File: config.mk
export PLATFORM = sky130hd
export DESIGN_NAME = bike_mac_stream_flat
export DESIGN_NICKNAME = d
export VERILOG_FILES = /design/src/rtl/bike_mac_stream_if.sv /design/src/rtl/bike_mac_stream.sv /design/src/flat_wrapper.sv
export SDC_FILE = /design/constraint.sdc
export NUM_CORES = 1
export LEC_CHECK = 0
export BUFFER_PORTS_ARGS = -buffer_cell sky130_fd_sc_hd__clkbuf_2
export CAP_MARGIN = 30
export CORE_MARGIN = 3
export CORE_UTILIZATION = 25
export DETAILED_ROUTE_END_ITERATION = 7
export GPL_ROUTABILITY_DRIVEN = 1
export GPL_TIMING_DRIVEN = 0
export HOLD_SLACK_MARGIN = 0.02
export PLACE_DENSITY = 0.39
export SLEW_MARGIN = 15
export SYNTH_ARGS = -nofsm -noshare
export SYNTH_HDL_FRONTEND = slang
export SYNTH_SLANG_ARGS = --single-unit
File: constraint.sdc
create_clock -name clk -period 11.91 [get_ports clk]
set_input_delay 2.382 -clock clk [delete_from_list [all_inputs] [get_ports clk]]
set_output_delay 2.382 -clock clk [all_outputs]
set_load 0.05 [all_outputs]
File: src/rtl/bike_mac_stream_if.sv
//==============================================================================
// Module      : bike_mac_stream_if
// Description : Operand and result handshake bundle for bike_mac_stream.
//               Operand side: s_valid/s_ready, s_a (25b), s_b (18b),
//               s_bias (48b), s_last.
//               Result side : m_valid/m_ready, m_result (48b),
//               m_terms (c_CW b), m_ovf, m_err.
//               modport slave  - the MAC engine view
//               modport master - the producer/consumer (environment) view
// Revision    : 1.0 - initial release
//==============================================================================
`default_nettype none
`timescale 1ns/1ps

interface bike_mac_stream_if #(
    parameter int MAX_TERMS = 1024
);
    // Must equal the term-counter width used inside bike_mac_stream.
    localparam int c_CW = $clog2(MAX_TERMS + 1);

    logic            s_valid;
    logic            s_ready;
    logic [24:0]     s_a;
    logic [17:0]     s_b;
    logic [47:0]     s_bias;
    logic            s_last;

    logic            m_valid;
    logic            m_ready;
    logic [47:0]     m_result;
    logic [c_CW-1:0] m_terms;
    logic            m_ovf;
    logic            m_err;

    modport slave (
        input  s_valid, s_a, s_b, s_bias, s_last, m_ready,
        output s_ready, m_valid, m_result, m_terms, m_ovf, m_err
    );

    modport master (
        output s_valid, s_a, s_b, s_bias, s_last, m_ready,
        input  s_ready, m_valid, m_result, m_terms, m_ovf, m_err
    );
endinterface

`default_nettype wire

File: src/rtl/bike_mac_stream.sv
//==============================================================================
// Module      : bike_mac_stream
// Description : Streaming multiply-accumulate engine. Accepts bursts of
//               unsigned (a, b) pairs and returns bias + sum(a*b) as one
//               48-bit result per burst, with term count, overflow and
//               forced-termination flags.
// Ports       : clk    - rising-edge clock
//               resetn - synchronous, active-low reset
//               bus    - bike_mac_stream_if.slave (operand + result streams)
// Build macro : BIKE_MAC_SATURATE_EN - when defined the accumulator clamps at
//               48'hFFFF_FFFF_FFFF instead of wrapping modulo 2^48.
// Revision    : 1.0 - initial release
//==============================================================================
`default_nettype none
`timescale 1ns/1ps

module bike_mac_stream #(
    parameter int MAX_TERMS = 1024
) (
    input  logic                clk,
    input  logic                resetn,
    bike_mac_stream_if.slave    bus
);

    localparam int              c_CW  = $clog2(MAX_TERMS + 1);
    localparam logic [c_CW-1:0] c_MAX = c_CW'(MAX_TERMS);

    typedef enum logic [1:0] {
        ST_IDLE = 2'd0,
        ST_ACC  = 2'd1,
        ST_OUT  = 2'd2
    } state_t;

    state_t          r_state;
    state_t          w_state_nxt;
    logic [47:0]     r_acc;
    logic [47:0]     w_acc_nxt;
    logic [c_CW-1:0] r_cnt;
    logic [c_CW-1:0] w_cnt_nxt;
    logic            r_ovf;
    logic            w_ovf_nxt;
    logic            r_err;
    logic            w_err_nxt;

    // One 25x18 multiply feeding one 48-bit add; the only register behind it
    // is r_acc, which keeps the whole term path inside a single DSP slice.
    logic [42:0]     w_prod;
    logic [47:0]     w_addend;
    logic [48:0]     w_sum;
    logic            w_first;
    logic            w_ovf_prev;
    logic [47:0]     w_acc_calc;
    logic            w_ovf_calc;
    logic [c_CW-1:0] w_cnt_inc;
    logic            w_hit_max;

    assign w_first    = (r_state == ST_IDLE);
    assign w_prod     = {18'd0, bus.s_a} * {25'd0, bus.s_b};
    assign w_addend   = w_first ? bus.s_bias : r_acc;
    assign w_sum      = {1'b0, w_addend} + {6'd0, w_prod};
    // Flags belong to the current burst: the first term starts clean.
    assign w_ovf_prev = w_first ? 1'b0 : r_ovf;
    assign w_ovf_calc = w_ovf_prev | w_sum[48];
    assign w_cnt_inc  = r_cnt + {{(c_CW-1){1'b0}}, 1'b1};
    assign w_hit_max  = (w_cnt_inc == c_MAX);

`ifdef BIKE_MAC_SATURATE_EN
    // Once clamped the accumulator is frozen at all-ones for the rest of the
    // burst; later products are discarded.
    always_comb begin
        w_acc_calc = w_sum[47:0];
        if (w_ovf_prev) begin
            w_acc_calc = r_acc;
        end else if (w_sum[48]) begin
            w_acc_calc = 48'hFFFF_FFFF_FFFF;
        end
    end
`else
    assign w_acc_calc = w_sum[47:0];
`endif

    always_comb begin
        w_state_nxt = r_state;
        w_acc_nxt   = r_acc;
        w_cnt_nxt   = r_cnt;
        w_ovf_nxt   = r_ovf;
        w_err_nxt   = r_err;
        case (r_state)
            ST_IDLE: begin
                if (bus.s_valid) begin
                    w_acc_nxt   = w_acc_calc;
                    w_cnt_nxt   = {{(c_CW-1){1'b0}}, 1'b1};
                    w_ovf_nxt   = w_ovf_calc;
                    w_err_nxt   = 1'b0;
                    w_state_nxt = bus.s_last ? ST_OUT : ST_ACC;
                end
            end
            ST_ACC: begin
                if (bus.s_valid) begin
                    w_acc_nxt   = w_acc_calc;
                    w_cnt_nxt   = w_cnt_inc;
                    w_ovf_nxt   = w_ovf_calc;
                    w_err_nxt   = w_hit_max;
                    w_state_nxt = (bus.s_last || w_hit_max) ? ST_OUT : ST_ACC;
                end
            end
            ST_OUT: begin
                if (bus.m_ready) begin
                    w_state_nxt = ST_IDLE;
                end
            end
            default: begin
                w_state_nxt = ST_IDLE;
            end
        endcase
    end

    always_ff @(posedge clk) begin
        if (!resetn) begin
            r_state <= ST_IDLE;
            r_acc   <= 48'd0;
            r_cnt   <= '0;
            r_ovf   <= 1'b0;
            r_err   <= 1'b0;
        end else begin
            r_state <= w_state_nxt;
            r_acc   <= w_acc_nxt;
            r_cnt   <= w_cnt_nxt;
            r_ovf   <= w_ovf_nxt;
            r_err   <= w_err_nxt;
        end
    end

    // Handshake outputs decode state only, so m_ready never reaches s_ready
    // combinationally. Result fields come straight from the registers and
    // therefore hold still for as long as the block sits in ST_OUT.
    assign bus.s_ready  = (r_state != ST_OUT);
    assign bus.m_valid  = (r_state == ST_OUT);
    assign bus.m_result = r_acc;
    assign bus.m_terms  = r_cnt;
    assign bus.m_ovf    = r_ovf;
    assign bus.m_err    = r_err;

endmodule

`default_nettype wire

File: src/flat_wrapper.sv
// flat-port wrapper written by rule: the top's interface ports become plain ports
module bike_mac_stream_flat 
#(
    parameter int MAX_TERMS = 1024
)
  (clk, resetn, bus_s_valid, bus_s_a, bus_s_b, bus_s_bias, bus_s_last, bus_m_ready, bus_s_ready, bus_m_valid, bus_m_result, bus_m_terms, bus_m_ovf, bus_m_err);
  bike_mac_stream_if #(.MAX_TERMS(MAX_TERMS)) bus_i ();
  input  logic clk;
  input  logic resetn;
  input wire logic [$bits(bus_i.s_valid)-1:0] bus_s_valid;
  input wire logic [$bits(bus_i.s_a)-1:0] bus_s_a;
  input wire logic [$bits(bus_i.s_b)-1:0] bus_s_b;
  input wire logic [$bits(bus_i.s_bias)-1:0] bus_s_bias;
  input wire logic [$bits(bus_i.s_last)-1:0] bus_s_last;
  input wire logic [$bits(bus_i.m_ready)-1:0] bus_m_ready;
  output wire logic [$bits(bus_i.s_ready)-1:0] bus_s_ready;
  output wire logic [$bits(bus_i.m_valid)-1:0] bus_m_valid;
  output wire logic [$bits(bus_i.m_result)-1:0] bus_m_result;
  output wire logic [$bits(bus_i.m_terms)-1:0] bus_m_terms;
  output wire logic [$bits(bus_i.m_ovf)-1:0] bus_m_ovf;
  output wire logic [$bits(bus_i.m_err)-1:0] bus_m_err;
  assign bus_i.s_valid = bus_s_valid;
  assign bus_i.s_a = bus_s_a;
  assign bus_i.s_b = bus_s_b;
  assign bus_i.s_bias = bus_s_bias;
  assign bus_i.s_last = bus_s_last;
  assign bus_i.m_ready = bus_m_ready;
  assign bus_s_ready = bus_i.s_ready;
  assign bus_m_valid = bus_i.m_valid;
  assign bus_m_result = bus_i.m_result;
  assign bus_m_terms = bus_i.m_terms;
  assign bus_m_ovf = bus_i.m_ovf;
  assign bus_m_err = bus_i.m_err;
  bike_mac_stream #(.MAX_TERMS(MAX_TERMS)) u_core (.clk(clk), .resetn(resetn), .bus(bus_i));
endmodule
==> impl_metrics.yaml <==
sta:
  max_freq_mhz: 102
  fin_setup_tns_ns: 0
  fin_crit_sh_pct: 82.2
  fin_worst_skew_ns: 0.0116
  period_minus_slack_ns: 9.79
  rsz0062_at_grt: "no"
  maxSlewHeadroom_pct: 35.9
  hold_viol: 0
  finalMaxSlewViolations: 0
  setup_viol: 0
  worstMarginPinSlew_ns: 0.961
synthesis:
  yosys.area_share.adder_pct: 51.6
  synth.cell_area_um2: 19000
  synth_top_family_by_area: "adder cells"
  ys_async_sr_fraction_pct: 0
  synth_compound_area_share_pct: 6.91
  synthDistinctLibCells: 60
  synth_top_area_cell: "fa_1"
  synth_cells: 2235
  syn_nets: 2870
  yosysSeqAreaShare_pct: 6.63
  synth_simple_gate_area_share_pct: 17.9
  synthTopCellsByArea: "fa_1 43%, inv_1 11%, ha_1 8.5%"
  synth_seq_cells: 63
  synthXorXnorAreaFrac_pct: 1.52
  avgSynthCellArea_um2: 8.51
  yosysWarnings: 0
  yosys_most_used_dff: "dfxtp_1"
  synthMuxAreaShare_pct: 2.79
  synth_edf_count: 0
  synth_top_area_share_pct: 43.0
worst_setup_path:
  arrival_ns: 10.07
  rr_startpoint: "u_core.r_state[1]"
  cp-end-kind: "flop"
  r2r_slack_ns: 4.33
  crit_type: "in2reg"
  worst-path-max-fanout: 10
  worstPathRequired_ns: 12.19
  r2r_cells: 23
  crit_path_start_kind: "primary input"
  worst_r2r_endpoint: "u_core.bus.m_result[33]"
finish:
  syn_to_final_growth_pct: 12.3
  drive_gt1_share_pct: 8.51
  instances_no_fill: 3384
  fin_nets: 3040
  seqCellArea_um2: 1260
  multi_input_area_um2: 15400
  nFillCells: 8182
clocking:
  cts.clk_slew.worst_paths_ns: 0.06
  cts-root-buf: "clkbuf_16"
  htree_num_levels: 3
  ctsResizeCount: 0
  cts_setup_buffers: 0
  clock_sinks: 63
  cts_inserted_buffers: 9
  cts_tree: "yes"
  ctsLongestPathBuffers: 2
  ctsHoldBuffers: 0
  clock_latency_ns: 0.35
worst_hold_path:
  whs_path_depth: 2
  whs_endpoint: "u_core.bus.m_result[6]"
  hp-class: "reg2reg"
  min_from: "u_core.bus.m_result[6]"
die:
  io_pins: 159
  core_um2: 74900
  num_rows: 100
  start_util_pct: 25.4
  dieArea_um2: 79500
  die_h_um: 282
  die_x_um: 282
grt:
  grt.overflow.total: 0
  antenna_found_initial: 9
  grt_pass1_wl_mm: 102
  grt_pass1_vias: 16200
  gr-usage-all-layers_pct: 17.4
  grt_max_degree: 13
route:
  drt-wirelength-per-cell_um: 20.1
  drtPass1Iterations: 6
  antenna_left: 0
  dr_total_vias: 15300
  wl_mm: 68.1
  drtIter0Drc: 820
  via_per_inst: 4.51
  drc: 0
placed_design:
  numPortBuffers: 156
  dp.cells: 3363
  gp_congestion: 0.878
  post-dp-hpwl_mm: 60.0
flow_run:
  cap_violations: 0
outcome:
  status: "complete, no violations"
[per-stage QoR]
step | area (um^2) | hold WS [ns] | worst slack [ns] | utilization (%)
6_report | 21400 | 0.471 | 2.12 | 28.5
5_1_grt | 21400 | 0.488 | 1.84 | 28.5
4_1_cts | 21400 | 0.474 | 2.26 | 28.5
3_5_place_dp | 21100 | 0.466 | 1.90 | 28.1
3_3_place_gp | 21000 | 0.459 | 1.97 | 28.1
2_1_floorplan | 19000 | 0.461 | 3.62 | -
[synth_stat cells, drive strengths merged (2+ instances only)]
master / count
a211oi: 4
a21o: 24
a21oi: 97
a221o: 2
a31oi: 8
and2: 249
and3: 11
buf: 6
clkbuf: 90
dfxtp: 63
fa: 409
ha: 130
inv: 548
mux2: 17
mux2i: 34
nand2: 318
nand2b: 3
nand3: 28
nand4: 11
nor2: 34
nor2b: 6
nor3: 16
o2111ai: 2
o211a: 2
o211ai: 2
o21a: 7
o21ai: 43
o21bai: 6
o311ai: 2
o31a: 2
o31ai: 2
or3: 8
or4: 2
xnor2: 26
xor2: 7
[cells by family (layout without fill, tap and decap cells)]
group,count (synthesis),after routing
and+or+nand+nor,691,691
buffers and inverters,644,819
adders and majority gates,539,539
AOI/OAI and AO/OA,214,214
DFF,63,63
muxes,51,51
xor gates and xnor gates,33,33
other,0,5
[worst max-delay path by stage]
stage,slack [ns],endpoint,startpoint
floorplan,3.62,u_core.bus.m_result[47],bus_s_b[11]
global placement,1.97,u_core.bus.m_result[47],bus_s_b[11]
detailed placement,1.90,u_core.bus.m_result[47],bus_s_b[11]
CTS,2.26,u_core.bus.m_result[47],bus_s_b[11]
global route,1.84,u_core.bus.m_result[47],bus_s_b[11]
finish,2.12,u_core.bus.m_result[47],bus_s_b[11]
[layer usage]
layer / up-vias / share of wire (%) / track usage (%)
li1: 6994 / - / -
met1: 7905 / 44 / 23.4
met2: 322 / 50 / 30.4
met3: 41 / 5.2 / 2.77
met4: 0 / 1.2 / 2.19
met5: - / 0 / 0
[flip-flops by register name, indices dropped and copies added, names as in the netlist]
| register | flops |
|---|---|
| u_core.bus.m_result | 48 |
| u_core.bus.m_terms | 11 |
| u_core.r_state | 2 |
| u_core.bus.m_err | 1 |
| u_core.bus.m_ovf | 1 |
[area by class of cell]
| class | instances | share of cell area (%) |
|---|---|---|
| inverters | 548 | 9.63 |
| repair buffers | 159 | 3.83 |
| clock inverters | 7 | 0.340 |
| diodes | 5 | 0.0585 |
| plain buffers | 96 | 1.69 |
| flip-flops and latches | 63 | 5.90 |
| clock buffers | 9 | 1.05 |
| multi-input cells | 1528 | 71.8 |
| well taps | 969 | 5.67 |
[worst max-delay path, stage by stage]
cell and delay, ns:
clkbuf_1 0.54, clkbuf_1 0.71, nand2_1 0.15, fa_1 0.52, inv_1 0.05, fa_1 0.49, inv_1 0.06, fa_1 0.54
inv_1 0.06, fa_1 0.49, fa_1 0.50, inv_1 0.05, fa_1 0.49, inv_1 0.05, ha_1 0.35, nand2_1 0.15
nor2_1 0.20, nand2_1 0.07, o31a_1 0.39, o211a_1 0.32, a211oi_1 0.51, o2111ai_1 0.31, a21o_1 0.27, a21oi_1 0.18
mux2i_1 0.19
[cells in the final DEF, fill, tap and decap left out, types with 28 or more instances in the layout]
cell and n:
nor2_1 34, clkbuf_2 156, ha_1 130, inv_1 547
and2_1 248, nand2_1 318, mux2i_1 34, clkbuf_1 90
nand3_1 28, o21ai_0 38, a21oi_1 97, fa_1 409
dfxtp_1 63
Power is left out: the tool's default activity adds up to more than one toggle a clock period on the data nets, which glitch-free logic cannot reach.
